**config.mk**
```make
export PLATFORM = sky130hd
export DESIGN_NAME = axis_frame_sink
export DESIGN_NICKNAME = d
export VERILOG_FILES = /design/src/rtl/stream_pkg.sv /design/src/rtl/axis_frame_sink_lfsr16.sv /design/src/rtl/axis_frame_sink.sv
export SDC_FILE = /design/constraint.sdc
export NUM_CORES = 1
export LEC_CHECK = 0
export ABC_AREA = 1
export CAP_MARGIN = 0
export CORE_ASPECT_RATIO = 1.1
export CORE_MARGIN = 2
export CORE_UTILIZATION = 35
export DETAILED_ROUTE_END_ITERATION = 16
export PLACE_DENSITY = 0.58
export SYNTH_ARGS = -nofsm -noshare
export SYNTH_HDL_FRONTEND = slang
export SYNTH_HIERARCHICAL = 1
export SYNTH_SLANG_ARGS = --single-unit
```
**constraint.sdc**
```tcl
create_clock -name clk -period 1.51 [get_ports clk]
set_input_delay 0.453 -clock clk [delete_from_list [all_inputs] [get_ports clk]]
set_output_delay 0.453 -clock clk [all_outputs]
set_load 0.005 [all_outputs]
```
**src/rtl/stream_pkg.sv**
```systemverilog
// Shared definitions for the pixel-stream source/sink pair: FSM encoding,
// LFSR constants and frame-length helper.
package stream_pkg;

  typedef enum logic [1:0] {
    ST_IDLE    = 2'd0,
    ST_RUN     = 2'd1,
    ST_DONE    = 2'd2,
    ST_STOPPED = 2'd3
  } state_e;

  // Fibonacci taps 16,14,13,11 as bit positions 15,13,12,10
  localparam logic [15:0] LFSR_TAPS         = 16'hB400;
  localparam logic [15:0] LFSR_DEFAULT_SEED = 16'hACE1;

  function automatic logic [31:0] frame_len(input int unsigned w, input int unsigned h);
    return 32'(w * h);
  endfunction

endpackage

```
**src/rtl/axis_frame_sink_lfsr16.sv**
```systemverilog
// 16-bit left-shifting Fibonacci LFSR with synchronous load and hold.
module lfsr16
  import stream_pkg::*;
#(
  parameter logic [15:0] RESET_VAL = LFSR_DEFAULT_SEED
) (
  input  logic        clk,
  input  logic        reset,
  input  logic        load,
  input  logic        enable,
  input  logic [15:0] seed,
  output logic [15:0] state
);

  logic w_fb;
  assign w_fb = ^(state & LFSR_TAPS);

  always_ff @(posedge clk or negedge reset) begin
    if (!reset)      state <= RESET_VAL;
    else if (load)   state <= seed;
    else if (enable) state <= {state[14:0], w_fb};
  end

endmodule

```
**src/rtl/axis_frame_sink.sv**
```systemverilog
// Stream sink: drives TREADY with optional pseudo-random back-pressure, counts
// beats, checks TLAST placement and folds pixels into a rotate-xor signature.
module axis_frame_sink
  import stream_pkg::*;
#(
  parameter int          DATA_W    = 8,
  parameter int          WIDTH     = 64,
  parameter int          HEIGHT    = 64,
  parameter logic [15:0] LFSR_SEED = LFSR_DEFAULT_SEED
) (
  input  logic              clk,
  input  logic              reset,
  input  logic              start_in,
  input  logic              stop_in,
  input  logic              bp_enable,
  input  logic [DATA_W-1:0] data_in,
  input  logic              valid,
  input  logic              last_in,
  output logic              ready,
  output logic [31:0]       beat_count,
  output logic [31:0]       checksum,
  output logic              frame_done,
  output logic              err_last_early,
  output logic              err_last_missing,
  output logic              err_extra
);

  localparam logic [31:0] N = frame_len(WIDTH, HEIGHT);

  state_e      r_state, w_next;
  logic [15:0] w_lfsr;
  logic        w_ready, w_accept, w_last_beat, w_clear, w_lfsr_load, w_lfsr_en;
  logic [31:0] r_beat_count, r_checksum;
  logic        r_frame_done, r_err_early, r_err_missing, r_err_extra;

  // ready depends only on registered state (and the static mode pin), never on valid
  assign w_ready     = (r_state == ST_RUN) && (bp_enable ? w_lfsr[0] : 1'b1);
  assign w_accept    = valid && w_ready;
  assign w_last_beat = (r_beat_count == N - 32'd1);
  assign w_lfsr_load = (w_next == ST_RUN) && (r_state != ST_RUN);
  assign w_lfsr_en   = (r_state == ST_RUN);

  lfsr16 #(.RESET_VAL(LFSR_SEED)) u_lfsr (
    .clk    (clk),
    .reset  (reset),
    .load   (w_lfsr_load),
    .enable (w_lfsr_en),
    .seed   (LFSR_SEED),
    .state  (w_lfsr)
  );

  always_ff @(posedge clk or negedge reset) begin
    if (!reset) r_state <= ST_IDLE;
    else        r_state <= w_next;
  end

  always_comb begin
    w_next  = r_state;
    w_clear = 1'b0;
    case (r_state)
      ST_IDLE, ST_DONE: begin
        if (stop_in) begin
          w_next = ST_STOPPED;
        end else if (start_in) begin
          w_next  = ST_RUN;
          w_clear = 1'b1;
        end
      end
      ST_RUN: begin
        if (stop_in)                       w_next = ST_STOPPED;
        else if (w_accept && w_last_beat)  w_next = ST_DONE;
      end
      default: w_next = ST_STOPPED;
    endcase
  end

  // A handshake coinciding with stop_in is still recorded; STOPPED freezes everything after
  always_ff @(posedge clk or negedge reset) begin
    if (!reset) begin
      r_beat_count  <= '0;
      r_checksum    <= '0;
      r_frame_done  <= 1'b0;
      r_err_early   <= 1'b0;
      r_err_missing <= 1'b0;
      r_err_extra   <= 1'b0;
    end else if (w_clear) begin
      r_beat_count  <= '0;
      r_checksum    <= '0;
      r_frame_done  <= 1'b0;
      r_err_early   <= 1'b0;
      r_err_missing <= 1'b0;
      r_err_extra   <= 1'b0;
    end else begin
      if (w_accept) begin
        r_beat_count <= r_beat_count + 32'd1;
        r_checksum   <= {r_checksum[30:0], r_checksum[31]} ^ 32'(data_in);
        if (last_in && !w_last_beat) r_err_early <= 1'b1;
        if (w_last_beat) begin
          r_frame_done <= 1'b1;
          if (!last_in) r_err_missing <= 1'b1;
        end
      end
      if (r_state == ST_DONE && valid) r_err_extra <= 1'b1;
    end
  end

  assign ready            = w_ready;
  assign beat_count       = r_beat_count;
  assign checksum         = r_checksum;
  assign frame_done       = r_frame_done;
  assign err_last_early   = r_err_early;
  assign err_last_missing = r_err_missing;
  assign err_extra        = r_err_extra;

endmodule

```
# == Yosys cells after proc, flatten, opt, wreduce, memory -nomap -nowiden ==
# Index checks and enable logic that the tools add are counted.
# op_classes
add_sub_neg,1
mul,0
div_mod_pow,0
order_cmp,0
n_eq_ne,6
shift,0
muxes,27
n_bitwise,1
reduce_logical,18
# ops
op,n
$mux W32,4
$add A32 B1 Y32 const B,1
$eq A32 B12 Y1 const B,1
$mux W16,2
$xor A32 B8 Y32,1
$mux W1,16
$reduce_xor A16 Y1,1
$reduce_bool A2 Y1,5
$mux W2,4
$logic_and A1 B1 Y1,6
$eq A2 B1 Y1 const B,2
$ne A2 B1 Y1 const B,2
$pmux W2 S2,1
$reduce_and A2 Y1,2
$reduce_and A3 Y1,1
$eq A2 B2 Y1 const B,1
$logic_not A2 Y1,1
$reduce_or A2 Y1,1
$logic_not A1 Y1,1
# word_totals
ff_bits,86
latch_bits,0
ram_bits,0
romBits,0
inputBits,15
out_inout_bits,69
elab_cells,61
mem_count,0

# == Depth between registers and ports, before layout ==
# logic_depth
ltp_word,10
mapped_depth,10
mapped_depth_nobuf,10

# == Modules after synthesis ==
# The synthesis kept the hierarchy.
# by_module_without_submodules
module,instances,cells_each,area_per_inst_um2,seq_area_each_um2
axis_frame_sink,1,493,3708.6,1751.7
lfsr16,1,101,799.5,410.4

# == Worst setup path after synthesis ==
# Ideal clock, no wire load.
# synth_path
kind,in2reg
from,input stop_in
to,register u_lfsr.state[1]
setup_ps,68
t_arrival_ps,1405
required_time_ps,1442
path_slack_ps,37
stages,8
path_buffers,2
path_cell_list,nor2_1 nand2_2 clkinv_1 buf_6 nor2_4 buf_6 nand2_1 nand3_1
# synth_between
elab_chain_len,5
word_cells_on_any_way,7
cone_classes,eq/ne (1); mux (4); reduce/logical (2)
# synth_rtl
element,line,source
from (decl),axis_frame_sink.sv:14,"input logic stop_in,"
$mux W2 (on tied branches),"axis_frame_sink.sv:70, axis_frame_sink.sv:62",
$pmux W2 S2 (*),axis_frame_sink.sv:60,case (r_state)
$eq A2 B1 Y1 (*),axis_frame_sink.sv:40,assign w_lfsr_load = (w_next == ST_RUN) && (r_state != ST_RUN);
$logic_and A1 B1 Y1 (*),axis_frame_sink.sv:40,
via w_lfsr_load,axis_frame_sink.sv:32,"logic w_ready, w_accept, w_last_beat, w_clear, w_lfsr_load, w_lfsr_en;"
$mux W16 or $reduce_bool A2 Y1 (tied branches),n/a,
to (signal assigned),axis_frame_sink_lfsr16.sv:21,"else if (enable) state <= {state[14:0], w_fb};"
to (decl),axis_frame_sink_lfsr16.sv:12,output logic [15:0] state
# Mark *: on every way through the listed nets, which the timed path passes. The rest lies on a longest branch.
# A chain may end at the register's enable or synchronous reset.

# == Worst setup path after layout ==
# layout_path
from,register u_lfsr.state[0]
to,register r_beat_count[20] (netlist: beat_count[20])
# layout_between
elab_chain_len,4
# layout_rtl
element,line,source
$mux W1,axis_frame_sink.sv:37,assign w_ready = (r_state == ST_RUN) && (bp_enable ? w_lfsr[0] : 1'b1);
$logic_and A1 B1 Y1,axis_frame_sink.sv:37,
$logic_and A1 B1 Y1,axis_frame_sink.sv:38,assign w_accept = valid && w_ready;
$reduce_bool A2 Y1 (no line),n/a,
to (signal assigned),axis_frame_sink.sv:95,r_beat_count <= r_beat_count + 32'd1;
to (decl),axis_frame_sink.sv:33,"logic [31:0] r_beat_count, r_checksum;"
# No other way between the ends.

==> results.md <==
* Finish-stage setup viols at 25
* Placed Cells at a little under 900
* Clk_lat worst skew at about 0.35 ns
* Failing checks: negative setup slack
* Nets at 810
* Cell with the most instances after synthesis: nand2_1
* Initial DRC count at 228
* CP max FO at 7
* Hold path startpoint: u_lfsr/state[2]$_DFFE_PN0P_
* Leakage Power at roughly 3.5 nW
* Total chip power at just over 6 mW
* Hold Path Stages at 2
* CTS sink count at between 80 and 90
* Crit end category: flop
* Max clock buf depth at 2
* Antenna diode instance count at 0
* PortBufs at 83
* Filler cells at 1217
* Vias at 4638
* CTS tree: done
* Asr flop ratio synth at 100%
* Antenna-violating nets left at 0
* YS warnings at 6
* Crit path required time at 1.78 ns
* Pin count of the biggest net entering global routing at 40
* Final wirelength at 13700 µm
* Slowest stage delay, CP at about 0.54 ns
* Register area share after synthesis at 48.0%
* Post-synth EDFFs at 0
* Status: finished with violations
* Final hold violations at 0
* Seq. cell area at 2180 µm²
* R2r endpoint: beat_count[20]$_DFFE_PN0P_
* CP top delay family: buffers and inverters
* GRT Util Overall at ~20%
* Clock Skew at approximately 0.009 ns
* Wire length of the first global-routing pass at 22400 µm
* Die Wd at between 100 and 150 µm
* H-tree level count at 3
* RePlAce Congestion at 0.899
* Core Region at approximately 13000 µm²
* CP Cell Sequence: inv_2 > nand2_2 > buf_6 > nand3_4 > buf_12 > buf_4 > inv_12 > nand3_2 > nand2_1 > inv_1 > nor2_1
* Vias in the first global route at roughly 4700
* Vias/cell at between 4 and 5
* Top cells by count, synth: nand2_1, dfrtp_1, nor2_1
* FF+latch count, synth at 86
* Die area at roughly 14000 µm²
* Area contributors post-synth: dfrtp_1, nand2_1, nor2_1
* Hold path endpoint: u_lfsr/state[3]$_DFFE_PN0P_
* Area of the multi-input gates at 2400 µm²
* Critical Path AT at about 1.9 ns
* Yosys top cell area share at around 43%
* Worst-path clk slew at approximately 0.07 ns
* Global route overflow at 0
* DRC violations left at 0
* CP bufs+invs at 6
* VDD IR max at between 700 and 800 µV
* Fin cells at approximately 960
* Initial antenna violation count at 0
* Fin util at a little under three fifths
* Drt pass-1 iters at 5
* Die outline height at about 120 µm
* Wire per inst at 14.4 µm
* Post-route minimum period at ~1.6 ns
* HPWL after DPL at approximately 9000 µm
* Period utilization at 108%
* Dominant synthesized flop cell: dfrtp_1
* Num CTS Buffers at 9
* Slowest CP cell: dfstp_2
* Highest clock rate at between 600 and 700 MHz
* Number of max-cap violations at 0
* Pwr/cell area at about 860 nW/µm²
* Worst R2R Start: u_lfsr/state[0]$_DFFE_PN1P_
* Syn Area/Cell at 7.59 µm²
* Hold Path Class: flop to flop
* Clock root buffer: clkbuf_16
* Site row count at 43
* Setup ws final at -0.118 ns
* Share of layout cells above drive strength 1 at 31.8%
* Post-synthesis cell area at ~4500 µm²
* Max-slew violation count at 0
* Synth unique cells at 35
* Ports at 84
* Critical Path Start Type: flop
* Area delta synth->final at 58.3%
* Post-synth top area cell: dfrtp_1
* Post-Synthesis Cells at between 500 and 600
* R2r worst-path depth at 11
* Worst Setup Path Type: flop to flop
* RSZ-0062 raised after global routing: yes
* R2r setup slk at -0.12 ns
* Initial Util at 35.8%
[metal layers]
metal / global-route usage [%] / vias up / share of wire [%]
met1: 25.5 / 2214 / 43
li1: - / 2274 / -
met4: 8.08 / 0 / 2.8
met3: 3.38 / 30 / 5.2
met2: 35.4 / 120 / 49
met5: 0 / - / 0
[worst reg2reg max path, delay by kind of cell (launching register included)]
kind,cells,cell delay (ns)
and+or+nand+nor,5,0.43
buffers and inverters,6,0.60
DFF,1,0.54
[kinds of logic (layout without fill, tap and decap cells)]
kind of cell    Yosys count  count (layout)  synth area share (%)
fa+ha+maj                 1               1                 0.278
xor+xnor                 12              12                  2.33
compound gates           62              62                  7.91
buf+inv                  87             278                  7.97
flops                    86              86                  48.0
other cells               2              16                 0.167
simple gates            344             344                  33.4
[area by class of cell]
| class | instances | share of cell area [%] |
|---|---|---|
| clock buffers | 9 | 3.16 |
| repair buffers | 190 | 24.3 |
| inverters | 71 | 4.10 |
| flip-flops and latches | 86 | 30.6 |
| clock inverters | 7 | 1.35 |
| multi-input cells | 435 | 33.7 |
| well taps | 157 | 2.75 |
| repair inverters | 1 | 0.158 |
[cells in the final DEF, fill, tap and decap left out, types with 4 or more instances in the layout]
| cell type | synthesis | final |
|---|---|---|
| dfrtp_1 | 78 | 64 |
| nor2_2 | 6 | 18 |
| conb_1 | 2 | 16 |
| nand3_1 | 42 | 31 |
| dlygate4sd2_1 | 0 | 62 |
| inv_2 | 4 | 7 |
| dfstp_2 | 8 | 8 |
| a21oi_2 | 0 | 8 |
| a21oi_1 | 17 | 9 |
| nor2_1 | 76 | 47 |
| nand2_1 | 188 | 173 |
| inv_1 | 66 | 61 |
| o21ai_1 | 1 | 12 |
| clkbuf_16 | 0 | 9 |
| buf_4 | 0 | 81 |
| o22ai_1 | 19 | 18 |
| buf_6 | 3 | 16 |
| o21ai_0 | 17 | 4 |
| nand3_2 | 1 | 11 |
| clkdlybuf4s50_1 | 0 | 11 |
| nor2_4 | 7 | 24 |
| xnor2_1 | 9 | 9 |
| nand4_1 | 11 | 11 |
| clkdlybuf4s15_1 | 0 | 4 |
| dfrtp_2 | 0 | 14 |
| buf_12 | 0 | 7 |
| nand2_2 | 6 | 18 |
[state kept, by name, indices dropped and copies added (netlist names)]
signal and flops:
err_extra 1, frame_done 1, err_last_missing 1, r_state 2
err_last_early 1, checksum 32, u_lfsr/state 16, beat_count 32
[what timing repair did]
item	4_1_cts	5_1_grt
setup buffers	42	11
gates cloned	2	1
hold endpoints to repair	9	0
endpoints found under the setup margin	130	92
pin swaps	20	31
hold buffers	1	0
gates resized for setup	186	63
[through the flow]
stage	setup TNS, ns	worst slack [ns]	hold slack (ns)	area [µm²]
floorplan	0	0.0375	0.157	4560
global placement	-29.16	-0.475	0.313	5990
detailed placement	-32.22	-0.488	0.314	5990
CTS	-2.84	-0.195	0.485	6900
global route	-3.99	-0.214	0.514	7130
finish	-1.09	-0.118	0.481	7130
[worst max-delay path by stage]
stage | from | to | cells after the start | slack [ns]
floorplan | stop_in | u_lfsr/state[1]$_DFFE_PN0P_ | 8 | 0.04
global placement | bp_enable | ready | 5 | -0.48
detailed placement | bp_enable | ready | 5 | -0.49
CTS | u_lfsr/state[0]$_DFFE_PN1P_ | beat_count[18]$_DFFE_PN0P_ | 11 | -0.19
global route | u_lfsr/state[0]$_DFFE_PN1P_ | beat_count[18]$_DFFE_PN0P_ | 10 | -0.21
finish | u_lfsr/state[0]$_DFFE_PN1P_ | beat_count[20]$_DFFE_PN0P_ | 11 | -0.12
[report_power, final]
part / leakage [nW] / internal, mW / switching, mW
Sequential: 1.04 / 2.56 / 0.152
Clock: 0.153 / 1.46 / 0.977
Combinational: 2.34 / 0.508 / 0.466
No activity file was read; power rests on OpenSTA's default activity.
